[src/rtl/mlp_pkg.sv]
// Shared definitions for the MLP inference pipeline: widths, loader states
// and the pixel-to-neuron fixed-point conversion.
package mlp_pkg;

  localparam int unsigned NEURON_ADDR_W = 12;
  localparam int unsigned NEURON_DATA_W = 16;
  localparam int unsigned PIXEL_W       = 8;

  typedef enum logic [1:0] {
    IDLE = 2'd0,
    LOAD = 2'd1,
    KICK = 2'd2,
    BUSY = 2'd3
  } loader_state_t;

  // Unsigned pixel, zero-extended then scaled; a shift of at most 7 keeps it positive.
  function automatic logic [NEURON_DATA_W-1:0] pixel_to_q(
    input logic [PIXEL_W-1:0] pixel,
    input int unsigned        shift
  );
    logic [NEURON_DATA_W-1:0] ext;
    ext = {{(NEURON_DATA_W-PIXEL_W){1'b0}}, pixel};
    return ext << shift;
  endfunction

endpackage

[src/rtl/input_loader.sv]
// Streams one pixel frame into layer-0 neuron memory, then launches inference
// and blocks further input until the control unit reports completion.
module input_loader
  import mlp_pkg::*;
#(
  parameter int unsigned N_INPUTS   = 784,
  parameter int unsigned ADDR_W     = NEURON_ADDR_W,
  parameter int unsigned DATA_W     = NEURON_DATA_W,
  parameter int unsigned BASE_ADDR  = 0,
  parameter int unsigned FRAC_SHIFT = 0
) (
  input  logic               clk,
  input  logic               reset,
  input  logic               in_valid,
  output logic               in_ready,
  input  logic [PIXEL_W-1:0] in_data,
  input  logic               in_last,
  output logic               wr_en,
  output logic [ADDR_W-1:0]  wr_addr,
  output logic [DATA_W-1:0]  wr_data,
  output logic               start,
  input  logic               infer_done,
  output logic               frame_err,
  output logic [7:0]         frame_count
);

  localparam logic [ADDR_W-1:0] LAST_IDX = ADDR_W'(N_INPUTS - 1);
  localparam logic [ADDR_W-1:0] BASE     = ADDR_W'(BASE_ADDR);

  loader_state_t     r_state;
  loader_state_t     w_state_nxt;
  logic [ADDR_W-1:0] r_cnt;
  logic [ADDR_W-1:0] w_cnt_nxt;
  logic              w_accept;
  logic              w_err_set;
  logic              w_start_nxt;
  logic              r_wr_en;
  logic [ADDR_W-1:0] r_wr_addr;
  logic [DATA_W-1:0] r_wr_data;
  logic              r_start;
  logic              r_frame_err;
  logic [7:0]        r_frame_count;

  // Ready is gated by reset so the upstream sees no acceptance while held in reset.
  assign in_ready = reset & ((r_state == IDLE) | (r_state == LOAD));
  assign w_accept = in_valid & in_ready;

  // Next-state, beat counter and event decode.
  always_comb begin
    w_state_nxt = r_state;
    w_cnt_nxt   = r_cnt;
    w_err_set   = 1'b0;
    w_start_nxt = 1'b0;
    case (r_state)
      IDLE, LOAD: begin
        if (w_accept) begin
          if (r_cnt == LAST_IDX) begin
            w_state_nxt = KICK;
            w_cnt_nxt   = {ADDR_W{1'b0}};
            w_err_set   = ~in_last;
          end else if (in_last) begin
            w_state_nxt = IDLE;
            w_cnt_nxt   = {ADDR_W{1'b0}};
            w_err_set   = 1'b1;
          end else begin
            w_state_nxt = LOAD;
            w_cnt_nxt   = r_cnt + ADDR_W'(1);
          end
        end else begin
          w_state_nxt = r_state;
        end
      end
      KICK: begin
        w_state_nxt = BUSY;
        w_start_nxt = 1'b1;
      end
      BUSY: begin
        if (infer_done) begin
          w_state_nxt = IDLE;
        end else begin
          w_state_nxt = BUSY;
        end
      end
      default: begin
        w_state_nxt = IDLE;
        w_cnt_nxt   = {ADDR_W{1'b0}};
      end
    endcase
  end

  // State and beat counter registers.
  always_ff @(posedge clk or negedge reset) begin
    if (!reset) begin
      r_state <= IDLE;
      r_cnt   <= {ADDR_W{1'b0}};
    end else begin
      r_state <= w_state_nxt;
      r_cnt   <= w_cnt_nxt;
    end
  end

  // Registered memory write port, start pulse and frame status.
  always_ff @(posedge clk or negedge reset) begin
    if (!reset) begin
      r_wr_en       <= 1'b0;
      r_wr_addr     <= {ADDR_W{1'b0}};
      r_wr_data     <= {DATA_W{1'b0}};
      r_start       <= 1'b0;
      r_frame_err   <= 1'b0;
      r_frame_count <= 8'd0;
    end else begin
      r_wr_en     <= w_accept;
      r_start     <= w_start_nxt;
      r_frame_err <= r_frame_err | w_err_set;
      if (w_accept) begin
        r_wr_addr <= BASE + r_cnt;
        r_wr_data <= DATA_W'(pixel_to_q(in_data, FRAC_SHIFT));
      end else begin
        r_wr_addr <= r_wr_addr;
        r_wr_data <= r_wr_data;
      end
      if (w_start_nxt) begin
        r_frame_count <= r_frame_count + 8'd1;
      end else begin
        r_frame_count <= r_frame_count;
      end
    end
  end

  assign wr_en       = r_wr_en;
  assign wr_addr     = r_wr_addr;
  assign wr_data     = r_wr_data;
  assign start       = r_start;
  assign frame_err   = r_frame_err;
  assign frame_count = r_frame_count;

endmodule

[config.mk]
export PLATFORM = sky130hd
export DESIGN_NAME = input_loader
export DESIGN_NICKNAME = d
export VERILOG_FILES = /design/src/rtl/mlp_pkg.sv /design/src/rtl/input_loader.sv
export SDC_FILE = /design/constraint.sdc
export NUM_CORES = 1
export LEC_CHECK = 0
export BUFFER_PORTS_ARGS = -buffer_cell sky130_fd_sc_hd__buf_2
export CORE_ASPECT_RATIO = 1.4
export CORE_MARGIN = 4
export CORE_UTILIZATION = 54
export CTS_BUF_LIST = sky130_fd_sc_hd__clkbuf_4 sky130_fd_sc_hd__clkbuf_8
export DETAILED_ROUTE_END_ITERATION = 12
export PLACE_DENSITY = 0.82
export SYNTH_ARGS = -nofsm -noshare
export SYNTH_HDL_FRONTEND = slang
export SYNTH_SLANG_ARGS = --single-unit
export TNS_END_PERCENT = 50
[constraint.sdc]
create_clock -name clk -period 2.35 [get_ports clk]
set_input_delay 0.235 -clock clk [delete_from_list [all_inputs] [get_ports clk]]
set_output_delay 0.235 -clock clk [all_outputs]
set_load 0.02 [all_outputs]
==> run summary, run 1 <==
LOGIC SYNTHESIS
------------------------------------------------------------------------------------
Fraction of synthesis flops using an asynchronous set or reset pin              100%
Most used flip-flop cell after synthesis                                sky130_fd_sc_hd__dfrtp_1
Yosys cell types                                                                  31
Syn. warnings                                                                      0
Area of the mapped netlist                                                  1960 µm²
Post-Syn Area per Cell                                                      9.70 µm²
Synthesized instance count                                                       202
Seq cells post-synth                                                              45
Count of flip-flops with a built-in enable after synthesis                         0
Sequential area share after synthesis                                          57.5%

CRITICAL PATH
------------------------------------------------------------------------------------
Sequence of cells on the critical path                                  nand3b_4 -> or4_1 -> or3_1 -> a21oi_1
R2r startpoint                                                            r_state[1]
Crit path from                                                            r_state[1]
Slowest CP cell                                                         sky130_fd_sc_hd__or4_1
Classification of the worst setup path                                  register to register
Critical path arrival                                                        2.15 ns
CP Max Fanout                                                                     22
Category of the worst setup path launch point                               register
Worst Setup End Kind                                                        register
Peak per-stage delay on the critical path                                    0.60 ns
Data required, critical path                                                 2.58 ns

GLOBAL ROUTING
------------------------------------------------------------------------------------
Pin count of the biggest net entering global routing                              47
GR Layer Usage met2                                                            31.2%
Met3 global-route usage                                                        5.37%
Grt peak-use layer                                                              met2
Initial antenna violation count                                                    0
Global-route usage over all layers                                             19.0%
GR met1 Demand/Resource                                                        23.0%
Remaining Overflow, GRT                                                            0
First-pass GRT wire length                                                   6660 µm
Via count of the first global-routing pass                                     1,462

PLACED DESIGN
------------------------------------------------------------------------------------
Weighted congestion at the end of routability-driven global placement          0.914
Setup Slack @ Placement                                                     0.440 ns
Post-detail-place hpwl                                                       2740 µm
Port Buffer Count                                                                 44

POWER
------------------------------------------------------------------------------------
Leakage power total                                                          1.24 nW
Peak supply drop                                                            0.596 mV
Overall Power                                                                1.63 mW
Psw                                                                           496 µW
Power density normalized to cell area                                     715 nW/µm²
Clock share of power                                                           29.3%
Net switching share of the total power                                         30.3%
Sequential group share of total power                                          54.4%
Part of the total power dissipated in combinational logic                      16.3%
Internal                                                                     1.14 mW

STA
------------------------------------------------------------------------------------
Slew at the pin closest to its max-slew limit                               0.557 ns
Hold Vio Cnt, Final                                                                0
Post-route worst setup slack                                                0.427 ns
Slew margin rel.                                                               62.9%
Hold slack final                                                           0.0822 ns
Setup total negative slack                                                      0 ns
Number of endpoints failing setup at the final stage                               0
Crit share post-route                                                          81.8%
Post-route clock skew                                                     0.00761 ns
Max Clk Rate                                                                 520 MHz
RSZ-0062 raised after global routing                                           false
Number of slew-limit violations in the final report                                0
Post-layout min period                                                       1.92 ns

CELLS AND AREA
------------------------------------------------------------------------------------
Area grow syn2layout                                                           16.7%
Area of the multi-input gates                                                769 µm²
Diodes inserted                                                                    0
Total number of nets in the final design                                         265
Flip-flop and latch area                                                    1130 µm²
Ratio of cells with drive above 1 in the final layout                          23.6%
Fill count                                                                       288

ROUTING
------------------------------------------------------------------------------------
Drt first pass iters                                                               4
Drt initial violations                                                            50
Detail-routed via count per cell                                                4.97
Mean routed wirelength per cell                                              13.0 µm
DRC errors left                                                                    0
Total wire length after detailed routing                                     3760 µm
Via count                                                                      1,441
ANT nets after route                                                               0

CLOCK NETWORK
------------------------------------------------------------------------------------
Source-to-sink clock delay at the later pin of the worst-skew pair           0.31 ns
Root Driver                                                             sky130_fd_sc_hd__clkbuf_8
Number of buffers added by the clock tree synthesis step                           5
CTS tree                                                                        done
Clock tree buffer depth                                                            2
Number of setup buffers added after CTS                                            0
Clock H-tree levels                                                                2
Cts repair resizes                                                                 0
Number of clock sinks                                                             45
Number of hold buffers added after CTS                                             0
Clock-pin transition on the worst setup and hold timing paths                0.08 ns

DIE
------------------------------------------------------------------------------------
Overall die height                                                           79.3 µm
Area of the die                                                             4670 µm²
Core box area                                                               3440 µm²
Die extent in x                                                              58.9 µm
Effective utilization at floorplan                                             56.9%
I/O pin count                                                                     53
Site row count                                                                    25

OUTCOME
------------------------------------------------------------------------------------
Status                                                                  complete, no violations

RUN
------------------------------------------------------------------------------------
Max-Cap Viols                                                                      0

WORST HOLD PATH
------------------------------------------------------------------------------------
Class of the most critical hold timing path                             input pin to asynchronous set/reset pin

==> Yosys cell counts (2+ instances only) <==
library cell	count	area (µm²)
sky130_fd_sc_hd__dfrtp_1	45	1130
sky130_fd_sc_hd__nor3_1	3	15.0
sky130_fd_sc_hd__nand2_1	75	282
sky130_fd_sc_hd__ha_1	3	37.5
sky130_fd_sc_hd__nand4_1	2	12.5
sky130_fd_sc_hd__nand3b_1	2	15.0
sky130_fd_sc_hd__o21ai_0	4	20.0
sky130_fd_sc_hd__nor4_1	4	25.0
sky130_fd_sc_hd__clkbuf_1	5	18.8
sky130_fd_sc_hd__buf_4	8	60.1
sky130_fd_sc_hd__and3_1	2	12.5
sky130_fd_sc_hd__nor2_1	10	37.5
sky130_fd_sc_hd__xnor2_1	12	105
sky130_fd_sc_hd__nor2b_1	2	12.5
sky130_fd_sc_hd__xor2_1	4	35.0
sky130_fd_sc_hd__nand3_1	6	30.0
==> kinds of logic after synthesis <==
family,synth area share [%]
AO/OA/AOI/OAI,2.11
multiplexers,0.575
buffers and inverters,4.60
flip-flops,57.5
other,0.191
AND/OR/NAND/NOR,26.0
adder cells (fa/ha/maj),1.92
XOR/XNOR,7.15
==> worst paths after layout <==
check / cells past startpoint / to / slack [ns]
max: 4 / r_cnt[11] / 0.43
min reg2reg: 1 / frame_err / 0.46
max reg2reg: 4 / r_cnt[11] / 0.43
min in group clk: 3 / wr_data[2] / 0.12
max in group asynchronous: 2 / wr_data[5] / 1.88
min: 2 / wr_addr[6] / 0.08
==> cells in the final DEF, fill, tap and decap left out, types with 2 or more instances in the layout <==
cell type / netlist / final
sky130_fd_sc_hd__nand2_1: 75 / 75
sky130_fd_sc_hd__dfrtp_1: 45 / 45
sky130_fd_sc_hd__buf_2: 0 / 44
sky130_fd_sc_hd__xnor2_1: 12 / 12
sky130_fd_sc_hd__nor2_1: 10 / 10
sky130_fd_sc_hd__conb_1: 1 / 8
sky130_fd_sc_hd__nand3_1: 6 / 6
sky130_fd_sc_hd__clkbuf_8: 0 / 5
sky130_fd_sc_hd__nor4_1: 4 / 4
sky130_fd_sc_hd__xor2_1: 4 / 4
sky130_fd_sc_hd__o21ai_0: 4 / 4
sky130_fd_sc_hd__nor3_1: 3 / 3
sky130_fd_sc_hd__ha_1: 3 / 3
sky130_fd_sc_hd__buf_4: 8 / 3
sky130_fd_sc_hd__nor2b_1: 2 / 2
sky130_fd_sc_hd__nand4_1: 2 / 2
sky130_fd_sc_hd__nand3b_1: 2 / 2
sky130_fd_sc_hd__and3_1: 2 / 2
==> registers in the layout, summed over array words and instances, names as in the netlist <==
| register | count |
|---|---|
| frame_count | 8 |
| frame_err | 1 |
| wr_data | 8 |
| start | 1 |
| r_state | 2 |
| wr_en | 1 |
| wr_addr | 12 |
| r_cnt | 12 |
==> critical path: cells and delay by family (launching register included) <==
family / cells / cell delay (ns)
DFF: 1 / 0.42
and+or+nand+nor: 3 / 1.28
AOI/OAI and AO/OA: 1 / 0.15
==> routing by layer <==
layer  vias up  wire, µm
met5         -         0
met3         9       218
met1       670      1560
li1        726         -
met2        36      1890
met4         0        88
==> area by class of cell <==
| type | count | area share [%] |
|---|---|---|
| sequential | 45 | 49.3 |
| multi-input combinational | 148 | 33.7 |
| timing repair buffer | 47 | 10.6 |
| clock buffer | 5 | 3.01 |
| tap | 40 | 2.19 |
| clock inverter | 3 | 0.930 |
| inverter | 2 | 0.328 |
==> through the flow <==
step | std cells | utilization [%] | area (µm²)
after global routing | 290 | 66.4 | 2290
after global placement | 282 | 63.8 | 2200
after CTS | 290 | 66.4 | 2290
after detailed placement | 282 | 63.8 | 2200
final | 290 | 66.4 | 2290
after floorplan | 209 | - | 1990
==> power by group through the flow <==
stage               clock network [mW]  registers (mW)  logic, mW
floorplan                            0           0.965      0.107
global placement                     0           0.902      0.263
detailed placement                   0           0.904      0.272
CTS                              0.497           0.889      0.272
global route                     0.533           0.903      0.301
finish                           0.478           0.889      0.267
Note: power is estimated with default switching activity, not from simulation.
==> run 2, diff against run 1 <==
Settings changed: ABC_AREA set to 1, CORE_UTILIZATION 54 to 49, PLACE_DENSITY 0.82 to 0.77.
Clock period 2.35 ns to 1.7 ns, I/O delays scaled along.
==> run 2 against run 1 <==
Effect of this change:
- fmax up 29%
- sequential cell count stayed put
- non-clock buffer count is 1 higher
- combinational power rose to 3.2 times the previous value
- setup slack got worse by 0.22 ns
- final area rose by 7.7%
- total power up 91%
==> run summary, run 2 <==
OUTCOME
------------------------------------------------------------------------------------
Status                                                                  complete, no violations   unchanged

STA
------------------------------------------------------------------------------------
Number of slew-limit violations in the final report                                0   unchanged
Post-layout min period                                                       1.49 ns   was 1.92 ns
Crit share post-route                                                          87.7%   was 81.8%
Max Clk Rate                                                                 670 MHz   was 520 MHz
RSZ-0062 raised after global routing                                           false   unchanged
Slew at the pin closest to its max-slew limit                               0.555 ns   was 0.557 ns
Hold Vio Cnt, Final                                                                0   unchanged
Number of endpoints failing setup at the final stage                               0   unchanged
Setup total negative slack                                                      0 ns   unchanged
Hold slack final                                                           0.0210 ns   was 0.0822 ns
Post-route clock skew                                                      0.0118 ns   was 0.00761 ns
Slew margin rel.                                                               63.0%   was 62.9%

CRITICAL PATH
------------------------------------------------------------------------------------
R2r startpoint                                                              r_cnt[4]   was r_state[1]
Data required, critical path                                                 1.91 ns   was 2.58 ns
End of the worst register-to-register path                                 frame_err   was r_cnt[11]
Sequence of cells on the critical path                                  nor4_1 -> nand3_1 -> ha_1 -> a21o_1   was nand3b_4 -> or4_1 -> or3_1 -> a21oi_1
CP Max Fanout                                                                      5   was 22
Classification of the worst setup path                                  register to register   unchanged
Critical path arrival                                                        1.70 ns   was 2.15 ns
Cell count of the worst reg-to-reg path                                            4   unchanged
Slowest CP cell                                                         sky130_fd_sc_hd__dfrtp_1   was sky130_fd_sc_hd__or4_1
Peak per-stage delay on the critical path                                    0.44 ns   was 0.60 ns
Worst Setup End Kind                                                        register   unchanged
Worst-case register-to-register setup slack                                  0.21 ns   was 0.43 ns
Count of buffer and inverter cells on the critical path                            0   unchanged
Cell family contributing the most delay on the critical path            simple AND/OR/NAND/NOR gates   unchanged
Category of the worst setup path launch point                               register   unchanged

CELLS AND AREA
------------------------------------------------------------------------------------
Ratio of cells with drive above 1 in the final layout                          22.8%   was 23.6%
Fill count                                                                       389   was 288
Diodes inserted                                                                    0   unchanged
Non-Filler Instances                                                             339   was 290
Leading cell types in the layout, fill and taps excluded                sky130_fd_sc_hd__nand2_1, sky130_fd_sc_hd__dfrtp_1, sky130_fd_sc_hd__buf_2   unchanged
Area grow syn2layout                                                           16.7%   about the same
Commonest non-fill, non-tap cell in the layout                          sky130_fd_sc_hd__nand2_1   unchanged
Flip-flop and latch area                                                    1130 µm²   unchanged
Area of the multi-input gates                                                811 µm²   was 769 µm²
Total number of nets in the final design                                         309   was 265

LOGIC SYNTHESIS
------------------------------------------------------------------------------------
Dominant cell type by area after synthesis                              sky130_fd_sc_hd__dfrtp_1   unchanged
Fraction of synthesis flops using an asynchronous set or reset pin              100%   unchanged
Sequential area share after synthesis                                          53.4%   was 57.5%
Most used flip-flop cell after synthesis                                sky130_fd_sc_hd__dfrtp_1   unchanged
Yosys cell types                                                                  28   was 31
Most frequently used cell type in the post-synthesis netlist            sky130_fd_sc_hd__nand2_1   unchanged
Top cells by count, synth                                               sky130_fd_sc_hd__nand2_1, sky130_fd_sc_hd__dfrtp_1, sky130_fd_sc_hd__nor2_1   was sky130_fd_sc_hd__nand2_1, sky130_fd_sc_hd__dfrtp_1, sky130_fd_sc_hd__xnor2_1
Post-Syn Area per Cell                                                      8.61 µm²   was 9.70 µm²
Count of flip-flops with a built-in enable after synthesis                         0   unchanged
Syn. warnings                                                                      0   unchanged
Area share of the largest cell type after synthesis                            53.4%   was 57.5%
Cell types occupying the most area after synthesis                      sky130_fd_sc_hd__dfrtp_1, sky130_fd_sc_hd__nand2_1, sky130_fd_sc_hd__nor2_1   was sky130_fd_sc_hd__dfrtp_1, sky130_fd_sc_hd__nand2_1, sky130_fd_sc_hd__xnor2_1
Seq cells post-synth                                                              45   unchanged
Synthesized instance count                                                       245   was 202
Area of the mapped netlist                                                  2110 µm²   was 1960 µm²

CLOCK NETWORK
------------------------------------------------------------------------------------
Clock H-tree levels                                                                2   unchanged
Number of clock sinks                                                             45   unchanged
CTS tree                                                                        done   unchanged
Source-to-sink clock delay at the later pin of the worst-skew pair           0.31 ns   about the same
Clock tree buffer depth                                                            2   unchanged
Clock-pin transition on the worst setup and hold timing paths                0.08 ns   about the same
Number of hold buffers added after CTS                                             0   unchanged
Number of setup buffers added after CTS                                            0   unchanged
Cts repair resizes                                                                 0   unchanged
Root Driver                                                             sky130_fd_sc_hd__clkbuf_8   unchanged
Number of buffers added by the clock tree synthesis step                           5   unchanged

PLACED DESIGN
------------------------------------------------------------------------------------
Port Buffer Count                                                                 44   unchanged
Post-detail-place hpwl                                                       3230 µm   was 2740 µm
Weighted congestion at the end of routability-driven global placement          0.864   was 0.914
Placed Cells incl. Taps                                                          331   was 282

ROUTING
------------------------------------------------------------------------------------
DRC errors left                                                                    0   unchanged
Via count                                                                      1,671   was 1,441
Drt first pass iters                                                               4   unchanged
Drt initial violations                                                            76   was 50
Total wire length after detailed routing                                     4340 µm   was 3760 µm
Detail-routed via count per cell                                                4.93   was 4.97
Mean routed wirelength per cell                                              12.8 µm   was 13.0 µm
ANT nets after route                                                               0   unchanged

DIE
------------------------------------------------------------------------------------
Core box area                                                               4200 µm²   was 3440 µm²
Effective utilization at floorplan                                             50.1%   was 56.9%
I/O pin count                                                                     53   unchanged
Overall die height                                                           85.6 µm   was 79.3 µm
Area of the die                                                             5430 µm²   was 4670 µm²
Site row count                                                                    28   was 25
Die extent in x                                                              63.4 µm   was 58.9 µm

GLOBAL ROUTING
------------------------------------------------------------------------------------
First-pass GRT wire length                                                   7560 µm   was 6660 µm
Global-route usage over all layers                                             17.8%   was 19.0%
Via count of the first global-routing pass                                     1,701   was 1,462
Remaining Overflow, GRT                                                            0   unchanged
Pin count of the biggest net entering global routing                              46   was 47
Initial antenna violation count                                                    0   unchanged

POWER
------------------------------------------------------------------------------------
Overall Power                                                                3.13 mW   was 1.63 mW
Power density normalized to cell area                                    1270 nW/µm²   was 715 nW/µm²
Peak supply drop                                                            0.775 mV   was 0.596 mV
Leakage power total                                                          1.35 nW   was 1.24 nW

WORST HOLD PATH
------------------------------------------------------------------------------------
Class of the most critical hold timing path                             input pin to asynchronous set/reset pin   unchanged

RUN
------------------------------------------------------------------------------------
Max-Cap Viols                                                                      0   unchanged

[run 2: cell type report]
type,count,share of cell area [%]
clock buffers,7,3.66
multi-input cells,167,32.9
well taps,45,2.29
clock inverters,1,1.22
repair buffers,48,10.2
flip-flops and latches,45,45.8
inverters,26,3.97
[run 2: worst max-delay path by stage]
stage          slack [ns]  depth (start not counted)  startpoint        end
6_report             0.21                          4    r_cnt[4]  frame_err
4_1_cts              0.21                          4    r_cnt[4]  frame_err
2_1_floorplan        0.31                          4    r_cnt[4]  frame_err
5_1_grt              0.06                          4    r_cnt[4]  frame_err
3_5_place_dp         0.20                          4    r_cnt[4]  frame_err
3_3_place_gp         0.24                          4    r_cnt[4]  frame_err
[run 2: through the flow]
stage               setup slack [ns]  instance area, µm²  utilization [%]
CTS                            0.206                2460             58.5
finish                         0.208                2460             58.5
detailed placement             0.205                2340             55.7
global route                  0.0609                2460             58.5
global placement               0.241                2340             55.7
floorplan                      0.307                2130                -
[run 2: metal layers]
| metal | wire length (µm) | up-vias | track usage, % |
|---|---|---|---|
| met2 | 2250 | 49 | 32.3 |
| met5 | 0 | - | 0 |
| met1 | 1720 | 773 | 19.4 |
| met4 | 104 | 0 | 7.86 |
| met3 | 258 | 10 | 4.46 |
| li1 | - | 839 | - |
[run 2: report_power, final]
group / total (mW) / switching, mW / leakage [nW] / internal [mW]
registers: 1.43 / 0.153 / 0.595 / 1.28
logic: 0.842 / 0.562 / 0.690 / 0.280
clock network: 0.851 / 0.356 / 0.0619 / 0.495
[run 2: cell families (layout without fill, tap and decap cells)]
group	Yosys count	in the layout	synth area share, %
fa+ha+maj	3	3	1.78
flops	45	45	53.4
other cells	1	8	0.178
buf+inv	40	82	9.38
xor+xnor	11	11	4.57
compound gates	17	17	4.39
simple gates	128	128	26.3
==> run 3, diff against run 2 <==
Settings changed: CORE_ASPECT_RATIO 1.4 to unset.
==> run 3 against run 2 <==
Effect of this change:
- clock-buffer cell count shrank 2
- die area shrank 0.27%
- final area shrank 1.9%
- fmax shrank 3.8%
- total power shrank 7.6%
- non-clock buffer count shrank 1
- clock power shrank 28%
- combinational power is essentially flat
- first-iteration DRC count grew 64%
- setup slack lost 0.059 ns
- hold slack gained 0.048 ns
- critical path type unchanged
- largest cell class unchanged
- highest routed layer unchanged
==> run summary, run 3 (synthesized netlist as in run 2, its figures left out) <==
CELLS AND AREA
------------------------------------------------------------------------------------
Ratio of cells with drive above 1 in the final layout                          22.0%   was 22.8%
Total number of nets in the final design                                         308   was 309
Area grow syn2layout                                                           14.5%   was 16.7%
Commonest non-fill, non-tap cell in the layout                          sky130_fd_sc_hd__nand2_1   unchanged
Leading cell types in the layout, fill and taps excluded                sky130_fd_sc_hd__nand2_1, sky130_fd_sc_hd__dfrtp_1, sky130_fd_sc_hd__buf_2   unchanged
Diodes inserted                                                                    0   unchanged

POWER
------------------------------------------------------------------------------------
Psw                                                                          1.06 mW   was 1.07 mW
Clock share of power                                                           21.1%   was 27.2%
Net switching share of the total power                                         36.8%   was 34.2%
Sequential group share of total power                                          49.8%   was 45.9%
Internal                                                                     1.82 mW   was 2.06 mW
Power density normalized to cell area                                    1200 nW/µm²   was 1270 nW/µm²
Leakage power total                                                          1.32 nW   was 1.35 nW
Peak supply drop                                                            0.663 mV   was 0.775 mV
Part of the total power dissipated in combinational logic                      29.2%   was 26.9%

GLOBAL ROUTING
------------------------------------------------------------------------------------
Initial antenna violation count                                                    0   unchanged
Via count of the first global-routing pass                                     1,534   was 1,701
Global-route usage over all layers                                             17.3%   was 17.8%
Remaining Overflow, GRT                                                            0   unchanged
Pin count of the biggest net entering global routing                              46   unchanged
First-pass GRT wire length                                                   7170 µm   was 7560 µm

DIE
------------------------------------------------------------------------------------
Effective utilization at floorplan                                             51.6%   was 50.1%
Area of the die                                                             5420 µm²   was 5430 µm²
Overall die height                                                           73.6 µm   was 85.6 µm
Core box area                                                               4090 µm²   was 4200 µm²
Site row count                                                                    23   was 28
I/O pin count                                                                     53   unchanged
Die extent in x                                                              73.6 µm   was 63.4 µm

CRITICAL PATH
------------------------------------------------------------------------------------
Peak per-stage delay on the critical path                                    0.43 ns   was 0.44 ns
Classification of the worst setup path                                  register to register   unchanged
Sequence of cells on the critical path                                  nor4_1 -> nand3_1 -> ha_1 -> a21o_1   unchanged
CP Max Fanout                                                                      5   unchanged
Slowest CP cell                                                         sky130_fd_sc_hd__dfrtp_1   unchanged
Data required, critical path                                                 1.89 ns   was 1.91 ns
Critical path arrival                                                        1.74 ns   was 1.70 ns
Category of the worst setup path launch point                               register   unchanged
Worst Setup End Kind                                                        register   unchanged

CLOCK NETWORK
------------------------------------------------------------------------------------
Clock tree buffer depth                                                            2   unchanged
Number of hold buffers added after CTS                                             0   unchanged
Clock H-tree levels                                                                2   unchanged
Clock-pin transition on the worst setup and hold timing paths                0.08 ns   about the same
Number of setup buffers added after CTS                                            0   unchanged
Cts repair resizes                                                                 0   unchanged
Number of clock sinks                                                             45   unchanged
CTS tree                                                                        done   unchanged
Number of buffers added by the clock tree synthesis step                           5   unchanged
Root Driver                                                             sky130_fd_sc_hd__clkbuf_8   unchanged
Source-to-sink clock delay at the later pin of the worst-skew pair           0.29 ns   was 0.31 ns

ROUTING
------------------------------------------------------------------------------------
Detail-routed via count per cell                                                4.90   was 4.93
ANT nets after route                                                               0   unchanged
Mean routed wirelength per cell                                              12.6 µm   was 12.8 µm
Via count                                                                      1,670   was 1,671
DRC errors left                                                                    0   unchanged
Drt initial violations                                                           125   was 76
Total wire length after detailed routing                                     4310 µm   was 4340 µm
Drt first pass iters                                                               4   unchanged

OUTCOME
------------------------------------------------------------------------------------
Status                                                                  complete, no violations   unchanged

STA
------------------------------------------------------------------------------------
Number of slew-limit violations in the final report                                0   unchanged
Post-route clock skew                                                     0.00641 ns   was 0.0118 ns
Number of endpoints failing setup at the final stage                               0   unchanged
Setup total negative slack                                                      0 ns   unchanged
Hold slack final                                                           0.0686 ns   was 0.0210 ns
Slew margin rel.                                                               62.2%   was 63.0%
Post-layout min period                                                       1.55 ns   was 1.49 ns
RSZ-0062 raised after global routing                                           false   unchanged
Hold Vio Cnt, Final                                                                0   unchanged
Max Clk Rate                                                                 645 MHz   was 670 MHz
Crit share post-route                                                          91.2%   was 87.7%
Slew at the pin closest to its max-slew limit                               0.567 ns   was 0.555 ns

WORST HOLD PATH
------------------------------------------------------------------------------------
Class of the most critical hold timing path                             input pin to asynchronous set/reset pin   unchanged

PLACED DESIGN
------------------------------------------------------------------------------------
Post-detail-place hpwl                                                       3210 µm   was 3230 µm
Port Buffer Count                                                                 44   unchanged
Weighted congestion at the end of routability-driven global placement          0.938   was 0.864

RUN
------------------------------------------------------------------------------------
Max-Cap Viols                                                                      0   unchanged

## run 3: cell types whose count changed in the layout (fill, tap and decap cells not counted), sizes merged
| cell | before | now |
|---|---|---|
| clkbuf | 7 | 5 |
| buf | 48 | 47 |
| bufinv | 1 | 0 |
| clkinv | 0 | 1 |
## run 3: power by group through the flow
| stage | clock, mW | sequential, mW | combinational [mW] |
|---|---|---|---|
| finish | 0.609 | 1.44 | 0.843 |
| CTS | 0.612 | 1.44 | 0.859 |
| global placement | 0 | 1.45 | 0.835 |
| detailed placement | 0 | 1.46 | 0.855 |
| floorplan | 0 | 1.62 | 0.402 |
| global route | 0.656 | 1.47 | 0.952 |
## run 3: worst paths after layout
path                                  end        from  cells past startpoint  slack (ns)
setup / recovery                frame_err    r_cnt[4]                      4        0.15
hold / removal             frame_count[4]       reset                      2        0.07
setup reg to reg                frame_err    r_cnt[4]                      4        0.15
hold reg to reg                 frame_err   frame_err                      1        0.46
max in group asynchronous           wr_en       reset                      2        1.25
min in group clk               wr_data[0]  in_data[0]                      3        0.07
## run 3: critical path, delay by kind of cell (launching register included)
kind | cells | cell delay [ns]
DFF | 1 | 0.43
and+or+nand+nor | 2 | 0.56
AOI/OAI and AO/OA | 1 | 0.17
adders and majority gates | 1 | 0.29
## run 3: layout make-up
| type | count | area (µm²) |
|---|---|---|
| clock buffers | 5 | 68.8 |
| inverters | 26 | 97.6 |
| multi-input cells | 167 | 811 |
| fillers | 371 | 1670 |
| repair buffers | 47 | 243 |
| flip-flops and latches | 45 | 1130 |
| well taps | 50 | 62.6 |
| clock inverters | 1 | 5.00 |
## run 3: per-layer routing
metal,share of wire [%],track usage [%],up-vias
met4,1.5,5.43,0
li1,-,-,833
met3,7.1,4.10,5
met5,0,0,-
met1,45,25.4,763
met2,46,25.3,69
## run 3: metrics by stage
| step | instance area, µm² | setup WS [ns] | util (%) | power, mW | instances |
|---|---|---|---|---|---|
| final | 2410 | 0.149 | 59.1 | 2.89 | 341 |
| after global routing | 2410 | 0.00815 | 59.1 | 3.08 | 341 |
| after CTS | 2410 | 0.146 | 59.1 | 2.91 | 341 |
| after detailed placement | 2340 | 0.164 | 57.3 | 2.31 | 335 |
| after global placement | 2340 | 0.206 | 57.3 | 2.28 | 335 |
| after floorplan | 2130 | 0.307 | - | 2.02 | 252 |
